`config.mk`:
```
export PLATFORM = sky130hd
export DESIGN_NAME = regfile_sort_ctrl
export DESIGN_NICKNAME = d
export VERILOG_FILES = /design/src/rtl/regfile_sort_pkg.sv /design/src/rtl/regfile_pair_cmp.sv /design/src/rtl/regfile_sort_ctrl.sv
export SDC_FILE = /design/constraint.sdc
export NUM_CORES = 1
export LEC_CHECK = 0
export CAP_MARGIN = 25
export CELL_PAD_IN_SITES_DETAIL_PLACEMENT = 1
export CELL_PAD_IN_SITES_GLOBAL_PLACEMENT = 1
export CORE_AREA = 10 10 81 83
export CTS_CLUSTER_SIZE = 14
export DETAILED_ROUTE_END_ITERATION = 8
export DIE_AREA = 0 0 91 93
export PLACE_DENSITY_LB_ADDON = 0.1
export SLEW_MARGIN = 20
export SYNTH_ARGS = -nofsm -noshare
export SYNTH_HDL_FRONTEND = slang
export SYNTH_HIERARCHICAL = 1
export SYNTH_SLANG_ARGS = --single-unit
```
`constraint.sdc`:
```
create_clock -name clk -period 4.5 [get_ports clk]
set_input_delay 0.675 -clock clk [delete_from_list [all_inputs] [get_ports clk]]
set_output_delay 0.675 -clock clk [all_outputs]
set_load 0.05 [all_outputs]
```
`src/rtl/regfile_sort_pkg.sv`:
```
// Shared constants and types for the register-file bubble-sort sequencer.
package regfile_sort_pkg;

  localparam int N_DEF     = 8;
  localparam int W_DEF     = 4;
  localparam int IDX_W_DEF = $clog2(N_DEF);

  typedef enum logic [1:0] {
    ST_IDLE    = 2'd0,
    ST_COMPARE = 2'd1,
    ST_SWAP    = 2'd2,
    ST_DONE    = 2'd3
  } sort_state_e;

  typedef logic [IDX_W_DEF-1:0] idx_t;

  // Worst-case swap count of a bubble sort over n entries.
  function automatic int max_swaps(input int n);
    return n * (n - 1) / 2;
  endfunction

endpackage

```
`src/rtl/regfile_pair_cmp.sv`:
```
// Combinational compare of the adjacent register pair (r[idx], r[idx+1]).
module regfile_pair_cmp #(
  parameter int N     = 8,
  parameter int W     = 4,
  parameter int IDX_W = $clog2(N)
) (
  input  logic [N-1:0][W-1:0] r,
  input  logic [IDX_W-1:0]    idx,
  output logic                gt
);

  logic [W-1:0] lo_val;
  logic [W-1:0] hi_val;

  always_comb begin
    lo_val = '0;
    hi_val = '0;
    for (int k = 0; k < N - 1; k++) begin
      if (IDX_W'(k) == idx) begin
        lo_val = r[k];
        hi_val = r[k+1];
      end
    end
  end

  assign gt = (lo_val > hi_val);

endmodule

```
`src/rtl/regfile_sort_ctrl.sv`:
```
// Bubble-sort sequencer driving register_file_swap one swap at a time.
// Define SORT_EARLY_EXIT_EN to finish after the first pass that issues no swap.
//
// state   | meaning
// IDLE    | waiting for start
// COMPARE | compare pair (i, i+1), issue swap if out of order
// SWAP    | swap command on the bus for one cycle
// DONE    | one-cycle done pulse, back to IDLE
module regfile_sort_ctrl
  import regfile_sort_pkg::*;
#(
  parameter int N     = N_DEF,
  parameter int W     = W_DEF,
  parameter int IDX_W = $clog2(N),
  parameter int CNT_W = $clog2(max_swaps(N) + 1)
) (
  input  logic                clk,
  input  logic                rst_n,
  input  logic                start,
  input  logic [N-1:0][W-1:0] r,
  output logic                swapxy,
  output logic [IDX_W-1:0]    x,
  output logic [IDX_W-1:0]    y,
  output logic                busy,
  output logic                done,
  output logic [CNT_W-1:0]    swap_count
);

  localparam logic [1:0] IDLE    = ST_IDLE;
  localparam logic [1:0] COMPARE = ST_COMPARE;
  localparam logic [1:0] SWAP    = ST_SWAP;
  localparam logic [1:0] DONE    = ST_DONE;

  localparam logic [IDX_W-1:0] LAST_IDX = IDX_W'(N - 2);

  logic [1:0]       state, state_nxt;
  logic [IDX_W-1:0] p, p_nxt;
  logic [IDX_W-1:0] i, i_nxt;
  logic             pass_swapped, pass_swapped_nxt;
  logic             swapxy_nxt;
  logic [IDX_W-1:0] x_nxt, y_nxt;
  logic [CNT_W-1:0] cnt_nxt;

  logic             gt;
  logic [IDX_W-1:0] pass_end;
  logic             pass_last;
  logic             exit_now;

  regfile_pair_cmp #(
    .N     (N),
    .W     (W),
    .IDX_W (IDX_W)
  ) u_pair_cmp (
    .r   (r),
    .idx (i),
    .gt  (gt)
  );

  assign pass_end  = LAST_IDX - p;
  assign pass_last = (i >= pass_end);

`ifdef SORT_EARLY_EXIT_EN
  // From SWAP the flag is already set, so only a swap-free pass exits early.
  assign exit_now = (p >= LAST_IDX) || !pass_swapped;
`else
  assign exit_now = (p >= LAST_IDX);
`endif

  always_comb begin
    state_nxt        = state;
    p_nxt            = p;
    i_nxt            = i;
    pass_swapped_nxt = pass_swapped;
    swapxy_nxt       = 1'b0;
    x_nxt            = x;
    y_nxt            = y;
    cnt_nxt          = swap_count;

    case (state)
      IDLE: begin
        if (start) begin
          state_nxt        = COMPARE;
          p_nxt            = '0;
          i_nxt            = '0;
          pass_swapped_nxt = 1'b0;
          cnt_nxt          = '0;
        end
      end
      COMPARE, SWAP: begin
        if (state == COMPARE && gt) begin
          state_nxt        = SWAP;
          swapxy_nxt       = 1'b1;
          x_nxt            = i;
          y_nxt            = i + IDX_W'(1);
          cnt_nxt          = swap_count + CNT_W'(1);
          pass_swapped_nxt = 1'b1;
        end else if (!pass_last) begin
          state_nxt = COMPARE;
          i_nxt     = i + IDX_W'(1);
        end else if (exit_now) begin
          state_nxt = DONE;
        end else begin
          state_nxt        = COMPARE;
          p_nxt            = p + IDX_W'(1);
          i_nxt            = '0;
          pass_swapped_nxt = 1'b0;
        end
      end
      DONE:    state_nxt = IDLE;
      default: state_nxt = IDLE;
    endcase
  end

  always_ff @(posedge clk or negedge rst_n) begin
    if (!rst_n) begin
      state        <= IDLE;
      p            <= '0;
      i            <= '0;
      pass_swapped <= 1'b0;
      swapxy       <= 1'b0;
      x            <= '0;
      y            <= '0;
      busy         <= 1'b0;
      done         <= 1'b0;
      swap_count   <= '0;
    end else begin
      state        <= state_nxt;
      p            <= p_nxt;
      i            <= i_nxt;
      pass_swapped <= pass_swapped_nxt;
      swapxy       <= swapxy_nxt;
      x            <= x_nxt;
      y            <= y_nxt;
      busy         <= (state_nxt == COMPARE) || (state_nxt == SWAP);
      done         <= (state_nxt == DONE);
      swap_count   <= cnt_nxt;
    end
  end

endmodule

```
==> summary by stage <==
Status
The flow ran to the end, and the final reports show no timing, DRC or antenna violations.

Timing
The final max-slew violation count is 0. The final setup skew is 0.00331 ns. The maximum clock frequency is 281 MHz. The sum of negative setup slack is 0 ns. The headroom to the max-slew limit is 47.6%.

The clock period could shrink to 3.55 ns. The period utilization is 79.0%. The final count of negative-setup-slack endpoints is 0.

The final number of hold-violating endpoints is 0. Setup repair after global routing left no endpoint under its margin. At the pin with the least slew margin, the transition time is 0.785 ns. Across all setup checks in the final design, the least slack found is 0.947 ns.

Synthesis
The synthesized netlist contains 52 unique library cells. The register area share after synthesis is 28.2%. The post-synth design cell area is 1950 µm². Synthesis inferred 22 register bits. Synthesis produced a netlist whose cell count is 223. Counting every net in the synthesized netlist gives 272. Averaged over all synthesized cells, the footprint is 8.76 µm². The total of warnings raised by yosys is 6. Among all flip-flop cells after synthesis, the most frequent one is sky130_fd_sc_hd__dfrtp_1. Yosys mapped a number of flops with a built-in enable equal to 0.

After synthesis, the share of flip-flops with an asynchronous set or reset is 100%.

Place
In this run, placement finished with an instance count of 331. Prior to clock tree synthesis, the placed netlist has a worst setup slack of 0.900 ns. The final HPWL from detailed placement is 4370 µm. The weighted congestion at the end of routability-driven global placement is 0.784. Buffers placed on the I/O ports in this run total 48.

GRT
The number of antenna violations at the first check in global routing is 0. The first global-routing pass estimated 9370 µm of wire. Summed over all layers, the global routing overflow is 0.

Entering global routing, the biggest net connects 31 pins. Global routing used 13.1% of the available tracks across all layers. The number of global-route vias before repair is 1830.

Clocking
The clock drives 22 sinks. The CTS tree is built. The clock edge transition at the registers on the reported setup and hold paths is 0.08 ns. The count of hold buffers inserted by post-cts repair is 0. The root cell of the clock tree is sky130_fd_sc_hd__clkbuf_8.

The deepest level of the CTS H-tree is 1. Buffers inserted during clock tree synthesis total 3. The clock passes through at most 2 buffers. Once the clock tree was built, the resizer swapped 0 gates to a different size. Post-CTS timing repair inserted 0 buffers for setup. The clock latency reported for the late side of the worst-skew pair is 0.26 ns.

Floorplanning
The die span in y is 93 µm. The total die area is 8460 µm². The count of pins on the block boundary is 49. The initial utilization of the core area, before any placement, comes to 39.0%. The width of the die is 91 µm.

The standard cell core area is 5010 µm². The standard-cell row count is 26.

Pwr
VDD sags by at most 344 µV. Per report_power, the sequential group accounts for 22.8% of the total. Summing internal, switching and leakage power gives 1.63 mW. Cell internal power was estimated by the tool at 0.808 mW. In this run, the combinational gates consume 68.5% of the power. The static leakage is 1.07 nW.

The proportion of total power due to net switching is 50.4%. The switching power is 0.820 mW. The power density over the cells is 657 nW/µm².

The clock network is responsible for 8.7% of the overall power.

Cells and area
From synthesis to final layout, the design area changed by 27.0%. The library cell used most frequently in the layout, excluding fill and tap cells, is sky130_fd_sc_hd__clkdlybuf4s50_1. The final instance count without filler cells is 335. The final net count is 315.

The library cells used most frequently in the layout, excluding fill and tap cells, are 47 x sky130_fd_sc_hd__clkdlybuf4s50_1, 22 x sky130_fd_sc_hd__dfrtp_1, 20 x sky130_fd_sc_hd__nand2_1. At the end of the flow the core is filled with cells to 49.5%. The fraction of layout cells with a size suffix above 1 is 9.81%.

The number of antenna diodes in the final layout is 0.

Worst setup path
The critical path required time is 4.65 ns. The maximum net fanout on the critical path is 30. The path type of the worst setup path is reg2reg. STA classifies the critical path startpoint as a flop. At the worst endpoint, the arrival time is 3.70 ns. The kind of capture point of the worst setup path is a flop.

Min path
The path type of the worst min-delay path is in2async.

Drt
In the final routed layout, each cell accounts on average for 16.1 µm. For this run, the detailed router's first-pass iteration total came to 4. The final antenna-violating net count is 0. The violation count after the first detailed-routing iteration is 61. The DRC violations left is 0.

The total length of routed wires is 5380 µm. The via-per-instance ratio is 5.25. The routed layout has 1758 vias.

Job
The number of maximum-capacitance constraint violations is 0.
[cell families (layout without fill, tap and decap cells)]
kind of cell / Yosys count / in the layout / share of synthesized area, %
AOI/OAI and AO/OA: 73 / 73 / 25.8
xor gates and xnor gates: 5 / 5 / 2.24
muxes: 15 / 15 / 7.88
and+or+nand+nor: 67 / 67 / 18.4
buffers and inverters: 27 / 69 / 8.52
adders and majority gates: 14 / 14 / 8.97
DFF: 22 / 22 / 28.2
[power groups by stage]
stage	combinational [mW]	sequential, mW	clock (mW)
5_1_grt	1.25	0.392	0.158
3_3_place_gp	1.09	0.374	0
2_1_floorplan	0.763	0.469	0
3_5_place_dp	1.12	0.376	0
4_1_cts	1.13	0.374	0.145
6_report	1.12	0.371	0.142
[layer usage]
layer	GRT usage, %	share of wire, %	up-vias
met5	0	0	-
met4	2.22	0.46	0
met3	2.80	2.8	4
met2	20.9	48	25
met1	17.8	49	838
li1	-	-	891
[synth_stat cells (3+ instances only)]
cell type	count	area [µm²]
sky130_fd_sc_hd__a21o_1	3	22.5
sky130_fd_sc_hd__a21oi_1	14	70.1
sky130_fd_sc_hd__a22o_1	4	35.0
sky130_fd_sc_hd__a22oi_1	4	30.0
sky130_fd_sc_hd__a2bb2oi_1	3	26.3
sky130_fd_sc_hd__buf_2	4	20.0
sky130_fd_sc_hd__buf_6	6	67.6
sky130_fd_sc_hd__dfrtp_1	22	551
sky130_fd_sc_hd__ha_1	14	175
sky130_fd_sc_hd__inv_1	14	52.6
sky130_fd_sc_hd__mux2i_1	12	120
sky130_fd_sc_hd__nand2_1	20	75.1
sky130_fd_sc_hd__nand2b_1	7	43.8
sky130_fd_sc_hd__nand3b_1	3	22.5
sky130_fd_sc_hd__nand4_1	3	18.8
sky130_fd_sc_hd__nor2_1	13	48.8
sky130_fd_sc_hd__nor2b_1	4	25.0
sky130_fd_sc_hd__nor3_1	5	25.0
sky130_fd_sc_hd__o21ai_0	16	80.1
sky130_fd_sc_hd__o21ai_1	5	25.0
sky130_fd_sc_hd__o22ai_1	4	25.0
sky130_fd_sc_hd__o32ai_1	4	35.0
sky130_fd_sc_hd__xor2_1	4	35.0
[flip-flops by register name, summed over array words and instances, names as in the netlist]
name and cells:
y 3, p 3, x 3, i 3, busy 1, state 2
done 1, swapxy 1, swap_count 5
[critical path, stage by stage, from the launching register on]
cell,delay [ns]
sky130_fd_sc_hd__dfrtp_1,0.86
sky130_fd_sc_hd__nand2_1,0.13
sky130_fd_sc_hd__nor2_2,0.32
sky130_fd_sc_hd__a22o_1,0.22
sky130_fd_sc_hd__o21ai_2,0.06
sky130_fd_sc_hd__ha_1,0.29
sky130_fd_sc_hd__nor2b_1,0.13
sky130_fd_sc_hd__o211ai_1,0.09
sky130_fd_sc_hd__a21oi_1,0.22
sky130_fd_sc_hd__nand3_2,0.27
sky130_fd_sc_hd__inv_1,0.27
sky130_fd_sc_hd__a21oi_2,0.09
sky130_fd_sc_hd__o22ai_1,0.21
sky130_fd_sc_hd__ha_1,0.27
[stage by stage]
step                      area (µm²)  hold slack, ns
after floorplan                 1950           0.379
after global placement          2430           0.469
after detailed placement        2430           0.470
after CTS                       2480           0.488
after global routing            2480           0.389
final                           2480           0.367
[final timing paths]
| path | depth (start not counted) | slack [ns] | to | start |
|---|---|---|---|---|
| max | 13 | 0.95 | busy$_DFF_PN0_ | i[0]$_DFFE_PN0P_ |
| min | 1 | 0.37 | x[2]$_DFFE_PN0P_ | rst_n |
| max reg2reg | 13 | 0.95 | busy$_DFF_PN0_ | i[0]$_DFFE_PN0P_ |
| min reg2reg | 2 | 0.48 | x[0]$_DFFE_PN0P_ | x[0]$_DFFE_PN0P_ |
| max in group asynchronous | 1 | 3.80 | i[2]$_DFFE_PN0P_ | rst_n |
| min in group clk | 2 | 0.48 | x[0]$_DFFE_PN0P_ | x[0]$_DFFE_PN0P_ |
[area by class of cell]
type | instances | area, µm²
inverter | 14 | 52.6
timing repair buffer | 51 | 498
multi-input combinational | 174 | 1240
fill | 629 | 2530
sequential | 22 | 551
clock buffer | 4 | 55.1
tap | 70 | 87.6
No activity file was read; power rests on OpenSTA's default activity.
